--- src/rtl/led_mode_ctrl.sv ---
// Four-LED pattern controller: shift-left, shift-right, ping-pong and blink modes,
// stepped by a divided base tick, with mode/speed/pause keys and active-low LED drive.
module led_mode_ctrl #(
    parameter logic [29:0] TICK_MAX = 30'd24_999_999
) (
    input  logic       clk,
    input  logic       rst,
    input  logic       key_mode,
    input  logic       key_speed,
    input  logic       key_pause,
    output logic [3:0] led,
    output logic [1:0] mode,
    output logic       step_strobe
);

    localparam logic [1:0] MODE_SHIFT_L = 2'd0;
    localparam logic [1:0] MODE_SHIFT_R = 2'd1;
    localparam logic [1:0] MODE_PING    = 2'd2;
    localparam logic [1:0] MODE_BLINK   = 2'd3;

    logic [29:0] tick_cnt;
    logic [2:0]  div;
    logic [1:0]  speed;
    logic [1:0]  pos;
    logic        dir_up;
    logic        phase;
    logic        paused;

    logic        tick;
    logic        step;
    logic        fire;
    logic [2:0]  div_last;
    logic [1:0]  pos_next;
    logic        dir_next;
    logic        phase_next;
    logic [3:0]  pattern;

    assign tick = (tick_cnt == TICK_MAX);
    assign step = tick && !paused && (div == div_last);
    // A mode change in the same cycle swallows the step.
    assign fire = step && !key_mode;

    always_comb begin
        div_last = 3'd0;
        case (speed)
            2'd0:    div_last = 3'd0;
            2'd1:    div_last = 3'd1;
            2'd2:    div_last = 3'd3;
            default: div_last = 3'd7;
        endcase
    end

    always_comb begin
        pos_next   = pos;
        dir_next   = dir_up;
        phase_next = phase;
        case (mode)
            MODE_SHIFT_L: pos_next = pos + 2'd1;
            MODE_SHIFT_R: pos_next = pos - 2'd1;
            MODE_PING: begin
                // Direction flips on arrival at an end, giving 0,1,2,3,2,1,0,1,...
                if (dir_up) begin
                    pos_next = pos + 2'd1;
                    if (pos == 2'd2) dir_next = 1'b0;
                end else begin
                    pos_next = pos - 2'd1;
                    if (pos == 2'd1) dir_next = 1'b1;
                end
            end
            default: phase_next = ~phase;
        endcase
    end

    always_comb begin
        pattern = 4'b1111;
        if (mode == MODE_BLINK) pattern = phase ? 4'b0000 : 4'b1111;
        else                    pattern = ~(4'b0001 << pos);
    end

    always_ff @(posedge clk or negedge rst) begin
        if (!rst) begin
            tick_cnt    <= 30'd0;
            div         <= 3'd0;
            speed       <= 2'd0;
            mode        <= MODE_SHIFT_L;
            pos         <= 2'd0;
            dir_up      <= 1'b1;
            phase       <= 1'b0;
            paused      <= 1'b0;
            step_strobe <= 1'b0;
            led         <= 4'b1111;
        end else begin
            if (key_mode) begin
                mode     <= mode + 2'd1;
                pos      <= 2'd0;
                dir_up   <= 1'b1;
                phase    <= 1'b0;
                tick_cnt <= 30'd0;
                div      <= 3'd0;
            end else if (!paused) begin
                tick_cnt <= tick ? 30'd0 : tick_cnt + 30'd1;
                if (tick) div <= step ? 3'd0 : div + 3'd1;
                if (fire) begin
                    pos    <= pos_next;
                    dir_up <= dir_next;
                    phase  <= phase_next;
                end
            end
            if (key_speed) begin
                speed <= speed + 2'd1;
                div   <= 3'd0;
            end
            if (key_pause) paused <= ~paused;
            step_strobe <= fire;
            led         <= pattern;
        end
    end

endmodule

--- config.mk ---
export PLATFORM = sky130hd
export DESIGN_NAME = led_mode_ctrl
export DESIGN_NICKNAME = d
export VERILOG_FILES = /design/src/rtl/led_mode_ctrl.sv
export SDC_FILE = /design/constraint.sdc
export NUM_CORES = 1
export LEC_CHECK = 0
export CAP_MARGIN = 0
export CORE_MARGIN = 1.5
export CORE_UTILIZATION = 65
export DETAILED_ROUTE_END_ITERATION = 8
export PLACE_DENSITY_LB_ADDON = 0.2
export SYNTH_ARGS = -nofsm -noshare
export SYNTH_HDL_FRONTEND = slang
export SYNTH_SLANG_ARGS = --single-unit
--- constraint.sdc ---
create_clock -name clk -period 3.1 [get_ports clk]
set_input_delay 0.62 -clock clk [delete_from_list [all_inputs] [get_ports clk]]
set_output_delay 0.62 -clock clk [all_outputs]
set_load 0.005 [all_outputs]
-- Word level (Yosys, flattened, before mapping)
Cells that the tools add are included.
- register bits after elaboration: 47
- bits of input ports: 5
- output and inout bits: 7
- $add $sub $neg: 6
- eq/ne operators: 12
- shifts and indexed selects: 1
- multiplexer cells: 27
- bitwise operators: 3
- reductions and logical operators: 16
- operator list (kind ; number):
    2-to-1 mux 30 bit ; 3
    adder 30 x 1 -> 30 bit (second input constant) ; 1
    equality test 30 x 25 -> 1 bit (second input constant) ; 1
    2-to-1 mux 3 bit ; 5
    2-to-1 mux 1 bit ; 11
    case mux 3 bit (3 select lines) ; 1
    AND reduction 3 bit ; 3
    equality test 2 bit (second input constant) ; 4
    2-to-1 mux 2 bit ; 4
    2-to-1 mux 4 bit ; 2
    adder 2 x 1 -> 2 bit (second input constant) ; 3
    equality test 2 x 1 -> 1 bit (second input constant) ; 3
    case mux 2 bit (3 select lines) ; 1
    zero test 2 bit ; 2
    inverter 4 bit ; 1
    nonzero test 2 bit ; 2
    nonzero test 4 bit ; 1
    << shifter 1 x 2 -> 4 bit (first input constant) ; 1
    adder 3 x 1 -> 3 bit (second input constant) ; 1
    equality test 3 bit ; 1
    logical AND 1 bit ; 3
    inequality test 3 bit (second input constant) ; 1
    nonzero test 3 bit ; 1
    OR reduction 3 bit ; 1
    other kinds (6) ; 8

-- Longest topological paths before layout
Gate-level depths: netlist (run 1).
- word-level depth: 9
- gate-level depth with buffers: 8

-- Worst setup path before layout (run 1)
Ideal clock, no wire load.
- path kind: register -> register
- start: reg speed[0]
- end: reg dir_up
- setup time: 73 ps
- data arrival time: 1809 ps
- data required time: 3027 ps
- slack: 1218 ps
- cell stages (with the launch flop): 8
- buffers on the path: 0
- clock period less this slack: 1882 ps
- path through: dfrtp_1 > inv_1 > ha_1 > xor2_1 > o31ai_2 > nand2_1 > or4_1 > a21oi_1
- cells in the longest elaborated chain, start to end: 7
- elaborated cells on any way between the ends: 9
- those cells by class: 3 x eq/ne; 1 x mux; 5 x reduce/logical
- RTL lines (element ; RTL line ; text):
    start, declared ; 23 ; logic [1:0] speed;
    start signal, assigned ; 110 ; speed <= speed + 2'd1;
    equality test 2 bit (tied with other cells) ; 45 ; case (speed)
    case mux 3 bit (3 select lines) (*) ; 45 ;
    equality test 3 bit (*) ; 39 ; assign step = tick && !paused && (div == div_last);
    logical AND 1 bit (*) ; 39 ;
    logical AND 1 bit (*) ; 41 ; assign fire = step && !key_mode;
    nonzero test 2 bit (no source line) (*) ; -- ;
    AND reduction 3 bit (no source line) (*) ; -- ;
    end signal, assigned ; 105 ; dir_up <= dir_next;
    end, declared ; 25 ; logic dir_up;
Mark *: on every way between the ends. The rest lies on a longest branch, timed or not.
A chain may end at the register's enable or synchronous reset.

-- Worst setup path in the final report (run 1)
- start: reg tick_cnt[0]
- end: reg tick_cnt[23]
- cells in the longest elaborated chain, start to end: 4
- elaborated cells on any way between the ends: 5
- those cells by class: 1 x add/sub; 1 x eq/ne; 3 x mux
- RTL lines (element ; RTL line ; text):
    start, declared ; 21 ; logic [29:0] tick_cnt;
    start signal, assigned ; 101 ; tick_cnt <= tick ? 30'd0 : tick_cnt + 30'd1;
    adder 30 x 1 -> 30 bit / equality test 30 x 25 -> 1 bit (equally long branches) ; 101, 38 ;
    2-to-1 mux 30 bit (*) ; 101 ;
    2-to-1 mux 30 bit (*) ; 100 ; end else if (!paused) begin
    2-to-1 mux 30 bit (*) ; 93 ; if (key_mode) begin
Mark *: on every way between the ends. The rest lies on a longest branch, timed or not. The select of a mux whose other input is x is not followed.

==> results of run 1 <==
[final cells by class]
cell class,instances,area share (%)
Tap cell,50,2.12
Clock buffer,7,2.58
Inverter,10,1.27
Clock inverter,1,0.169
Timing Repair Buffer,14,4.32
Sequential cell,47,40.0
Multi-Input combinational cell,207,49.5
[flip-flops by register name (all words and copies together) (netlist names)]
name         cells
speed            2
paused           1
step_strobe      1
led              4
mode             2
div              3
pos              2
tick_cnt        30
dir_up           1
phase            1
[per-stage QoR]
step | total power [mW] | cells | area [um2]
floorplan | 0.981 | 274 | 2740
finish | 1.44 | 336 | 2950
global route | 1.54 | 336 | 2950
CTS | 1.45 | 336 | 2950
detailed placement | 1.10 | 328 | 2870
global placement | 1.08 | 328 | 2870
[routing by layer]
| layer | up-vias | GRT usage [%] | share of wire, % |
|---|---|---|---|
| li1 | 997 | - | - |
| met1 | 982 | 37.5 | 49 |
| met2 | 53 | 39.1 | 46 |
| met3 | 8 | 3.29 | 4.0 |
| met4 | 0 | 8.00 | 0.92 |
| met5 | - | 0 | 0 |
[critical path: stages, from the launching register on]
cell and delay (ns):
dfrtp_1 0.40, ha_1 0.21, nand2_1 0.18, nor3_1 0.24, nand4_1 0.25, nand2b_1 0.48, buf_4 0.29, nor2_1 0.07
[Yosys cell counts, types with 7 or more instances]
master / number
dfrtp_1: 42
xor2_1: 13
nor3_1: 11
nand2_1: 20
nor4_1: 7
and4_1: 8
xnor2_1: 16
nand3_1: 12
ha_1: 13
inv_1: 10
a21oi_1: 8
nor2_1: 34
[where the power goes]
part | switching [mW] | internal (mW) | leakage [nW]
Clock | 0.190 | 0.159 | 0.0422
Sequential | 0.0634 | 0.666 | 0.628
Combinational | 0.196 | 0.167 | 0.593
Total | 0.450 | 0.991 | 1.26
[how the worst max path moves through the flow]
stage                start           end  slack (ns)  depth (start not counted)
2_1_floorplan     speed[0]        dir_up        1.22                          7
3_3_place_gp      key_mode  tick_cnt[29]        0.66                          6
3_5_place_dp      key_mode  tick_cnt[29]        0.64                          6
4_1_cts        tick_cnt[0]  tick_cnt[23]        0.86                          7
5_1_grt        tick_cnt[0]  tick_cnt[15]        0.63                          7
6_report       tick_cnt[0]  tick_cnt[23]        0.86                          7
[cell families after synthesis]
group,Yosys count
adder cells (fa/ha/maj),13
buffers and inverters,20
multiplexers,7
AO/OA/AOI/OAI,25
flip-flops,47
XOR/XNOR,29
AND/OR/NAND/NOR,133
==> run_results.csv, run 1 <==
group,metric,value,unit
synth,synth-simple-area-share,29.6,%
place,post-dp-hpwl,3720,um
synth,synth-adder-area-share,5.94,%
synth,post_synth_main_area_contributors,"dfrtp_1, ha_1, xnor2_1",
setup_path,worst_setup_path_start_kind,"flop",
clock_tree,cts_tree,"yes",
setup_path,timing.rr.start,"tick_cnt[0]",
timing,tightestPinTransition,1.02,ns
cells_and_area,most-common-layout-cells,"dfrtp_1, nor2_1, nand2_1",
global_routing,gr-usage-all-layers,25.5,%
clock_tree,cts_hold_repair.buffers,0,
synth,synthFlopType,"dfrtp_1",
global_routing,grt_start_max_net_pins,48,
cells_and_area,layout.cells.most_common,"dfrtp_1",
place,io_buffers,11,
route,drt.antenna.violating_nets,0,
place,dp_slack,0.637,ns
route,vias_per_cell,6.07,
flow_run,cap_viol_max_count,0,
timing,maxSlewHeadroom,31.8,%
synth,yosys.cell_types.count,49,
timing,period_share,72.1,%
place,gp_routability_congestion,0.849,
synth,synth_enable_flop_cells,0,
synth,synthesis.instances,274,
power,ir_drop,0.347,mV
timing,final.min_clock_period,2.24,ns
floorplanning,row_count,23,
timing,final.setup_skew,0.00585,ns
route,detailedRoute.firstPassIterationCount,4,
synth,largest_family_of_logic_cells_by_synthesized_area,"simple AND/OR/NAND/NOR gates",
cells_and_area,syn_to_final_growth,7.81,%
synth,synth_area,2740,um2
setup_path,crit_path_max_fanout,14,
synth,synth.ff_latch_count,47,
route,dr.first_iter.drc_count,194,
timing,totalNegativeSetupSlack,0,ns
power,cellLeakagePower,1.26,nW
worst_hold_path,hp-class,"primary input to async pin",
cells_and_area,drive_gt1_share,9.79,%
floorplanning,chipWidth,67.9,um
route,drc_errors_left,0,
floorplanning,io_pins,12,
power,power.density_cell_area,488,nW/um2
floorplanning,floorplan.core_area,4030,um2
setup_path,timing.rr.end,"tick_cnt[23]",
timing,timing_hold_violations_final,0,
clock_tree,clockBufferDepth,2,
clock_tree,cts-buffers-inserted,5,
cells_and_area,finish.net_count,303,
cells_and_area,area.sequential,1180,um2
timing,hold_slack_final,0.501,ns
cells_and_area,fill_cells,307,
setup_path,worstPathArrival,2.41,ns
setup_path,regToRegSetupSlack,0.86,ns
clock_tree,postCtsSetupRepairBufs,0,
clock_tree,clock_tree.root_cell,"clkbuf_8",
synth,share_of_synthesized_flip_flops_with_an_asynchronous_set_or_reset,100,%
setup_path,end_kind,"flop",
synth,xor_xnor_fraction_of_synth_area,9.27,%
clock_tree,clk_transition_reported_paths,0.08,ns
clock_tree,cts.repair.resized,0,
global_routing,first_global_vias,1906,
cells_and_area,multi_input_comb_area,1460,um2
cells_and_area,antennaDiodeCount,0,
floorplanning,floorplan_die_area,4610,um2
clock_tree,clock_sink_count,47,
route,routedWlPerCell,15.3,um
route,vias,2040,
route,wl,5140,um
timing,final_max_slew_viol_count,0,
timing,final.setup.worst_slack,0.863,ns
setup_path,ff2ff_path_depth,7,
synth,compound_cell_area_share_of_the_yosys_netlist,5.98,%
synth,synth.yosys.warnings,0,
clock_tree,clkLatencyLatePin,0.29,ns
synth,synth_seq_area_share,43.2,%
timing,max_clock_freq,0.447,GHz
global_routing,antenna_found_initial,0,
synth,netlist.top_cell.by_area,"dfrtp_1",
setup_path,critPathRequiredTime,3.28,ns
synth,mux_share_of_post_synthesis_cell_area,2.60,%
synth,synth_top_area_share,38.4,%
cells_and_area,final_core_utilization,73.3,%
global_routing,grt_remaining_overflow,0,
global_routing,first_pass_grt_wire_length,8910,um
synth,syn-mean-instance-area,10.0,um2
floorplanning,fp.dieH,67.9,um
outcome,outcome,"complete, no violations",
clock_tree,cts.htree.levels,2,
synth,syn-num-nets,292,
timing,finalSetupViolations,0,
setup_path,worst-setup-path-type,"flop to flop",
timing,rsz0062_at_grt,"no",
floorplanning,floorplan.initialDensity,68.0,%
Note: power is estimated with default switching activity, not from simulation.
==> run 2: changes to the inputs <==
CORE_UTILIZATION = 60   (was 65)
clock period = 2.19 ns   (was 3.1 ns; I/O delays follow)
==> run_results.csv, run 2 (synthesis gave the netlist of run 1 again) <==
group,metric,value,unit
place,numPlacedInstances,338,
timing,finalSetupViolations,0,
clock_tree,clk_transition_reported_paths,0.09,ns
power,internal-power,1.47,mW
timing,final.min_clock_period,2.13,ns
place,post-dp-hpwl,3890,um
route,vias_per_cell,5.99,
floorplanning,floorplan_die_area,4980,um2
route,routedWlPerCell,15.6,um
setup_path,regToRegSetupSlack,0.06,ns
timing,period_share,97.4,%
flow_run,cap_viol_max_count,0,
cells_and_area,area.sequential,1180,um2
route,drc_errors_left,0,
timing,maxSlewHeadroom,67.6,%
place,place_area,2940,um2
clock_tree,clock_sink_count,47,
clock_tree,cts.htree.levels,2,
timing,final_max_slew_viol_count,0,
clock_tree,cts_tree,"yes",
floorplanning,row_count,24,
cells_and_area,drive_gt1_share,13.8,%
power,switching_share,32.2,%
power,power.sequential.fraction,46.5,%
cells_and_area,antennaDiodeCount,0,
cells_and_area,finish.net_count,315,
setup_path,worst_setup_path_start_kind,"flop",
power,power.density_cell_area,707,nW/um2
power,ir_drop,0.684,mV
setup_path,worstPathArrival,2.35,ns
floorplanning,floorplan.initialDensity,62.5,%
clock_tree,clockBufferDepth,2,
place,io_buffers,11,
global_routing,first_global_vias,1950,
cells_and_area,largest_register_ff_count,30,
setup_path,end_kind,"flop",
cells_and_area,most-common-layout-cells,"dfrtp_1, nor2_1, nand2_1",
power,clock_power_share,24.2,%
setup_path,timing.rr.start,"speed[0]",
route,wl,5470,um
cells_and_area,layout.cells.most_common,"dfrtp_1",
cells_and_area,syn_to_final_growth,11.8,%
place,gp_routability_congestion,0.873,
global_routing,grt_start_max_net_pins,27,
clock_tree,clkLatencyLatePin,0.31,ns
setup_path,timing.rr.end,"pos[1]",
power,power.share.combinational,29.3,%
setup_path,ff2ff_path_depth,7,
clock_tree,cts_hold_repair.buffers,0,
timing,tightestPinTransition,0.480,ns
floorplanning,fp.dieH,70.6,um
setup_path,crit_path_max_fanout,3,
floorplanning,io_pins,12,
cells_and_area,layoutNonFillerInstCount,350,
setup_path,setup.worst_path.start,"speed[0]",
setup_path,worst-setup-path-type,"flop to flop",
global_routing,antenna_found_initial,0,
timing,max_clock_freq,0.469,GHz
global_routing,grt_remaining_overflow,0,
setup_path,critPathRequiredTime,2.41,ns
route,drt.antenna.violating_nets,0,
floorplanning,floorplan.core_area,4380,um2
global_routing,first_pass_grt_wire_length,9420,um
timing,final.setup_skew,0.00818,ns
route,detailedRoute.firstPassIterationCount,4,
setup_path,timing.critical_path.to,"pos[1]",
outcome,outcome,"complete, no violations",
cells_and_area,reg_with_most_ffs,"tick_cnt",
cells_and_area,post-route-cell-area,3060,um2
cells_and_area,layout_top_registers,"tick_cnt: 30 flops, led: 4 flops, div: 3 flops",
route,dr.first_iter.drc_count,179,
clock_tree,cts-buffers-inserted,5,
floorplanning,chipWidth,70.6,um
cells_and_area,multi_input_comb_area,1480,um2
timing,timing_hold_violations_final,0,
cells_and_area,fill_cells,326,
power,net-switching-power,0.697,mW
clock_tree,clock_tree.root_cell,"clkbuf_8",
worst_hold_path,hp-class,"primary input to async pin",
power,cellLeakagePower,1.32,nW
route,vias,2096,
global_routing,gr-usage-all-layers,24.0,%
-- run 2: cell types whose count changed in the layout (fill, tap and decap cells not counted) --
cell	previous run	this run
clkbuf_1	2	3
o31ai_2	1	0
buf_4	3	15
clkinv_2	1	0
o32ai_2	0	1
nand2_1	20	19
o32ai_1	1	0
nand2_2	0	1
o31ai_4	0	1
-- run 2: critical path, stage by stage (launching register included) --
cell      delay [ns]
dfrtp_1         0.40
inv_1           0.08
ha_1            0.20
xor2_1          0.16
o31ai_4         0.32
o311ai_0        0.24
or4_1           0.54
o31ai_1         0.08
-- run 2: final cells by class --
cell class	count	share of cell area, %
repair buffers	26	7.10
clock buffers	8	2.61
well taps	52	2.12
inverters	10	1.22
flip-flops and latches	47	38.6
multi-input cells	207	48.3
-- run 2: worst min-delay path by stage --
stage	slack [ns]	to	startpoint
6_report	0.01	tick_cnt[9]	rst
5_1_grt	0.05	tick_cnt[23]	rst
4_1_cts	0.02	tick_cnt[21]	rst
3_5_place_dp	0.36	tick_cnt[10]	rst
3_3_place_gp	0.35	tick_cnt[7]	rst
2_1_floorplan	0.14	div[0]	rst
-- run 2: repair_timing --
action	in CTS	in global routing
setup buffers	0	4
setup endpoints to repair	0	4
resized for setup	0	3
-- run 2: power by group through the flow --
stage	Combinational, mW	Sequential, mW	Clock, mW
after floorplan	0.372	1.02	0
after global placement	0.541	1.02	0
after detailed placement	0.562	1.02	0
after CTS	0.563	1.01	0.531
after global routing	0.705	1.02	0.566
final	0.636	1.01	0.525
-- run 2: routing by layer --
metal | up-vias | routed length [um] | global-route usage, %
li1 | 1016 | - | -
met4 | 0 | 57 | 5.66
met5 | - | 0 | 0
met3 | 6 | 287 | 5.98
met2 | 50 | 2470 | 35.8
met1 | 1024 | 2650 | 35.9
-- run 2: through the flow --
| stage | hold WS, ns | utilization, % | power, mW | TNS, ns | setup WS [ns] |
|---|---|---|---|---|---|
| after floorplan | 0.142 | - | 1.39 | 0 | 0.308 |
| after global placement | 0.351 | 67.0 | 1.56 | 0 | 0.0660 |
| after detailed placement | 0.358 | 67.0 | 1.58 | 0 | 0.0202 |
| after CTS | 0.0230 | 68.8 | 2.10 | 0 | 0.0123 |
| after global routing | 0.0457 | 69.9 | 2.29 | -0.0452 | -0.0452 |
| final | 0.0102 | 69.9 | 2.17 | 0 | 0.0577 |
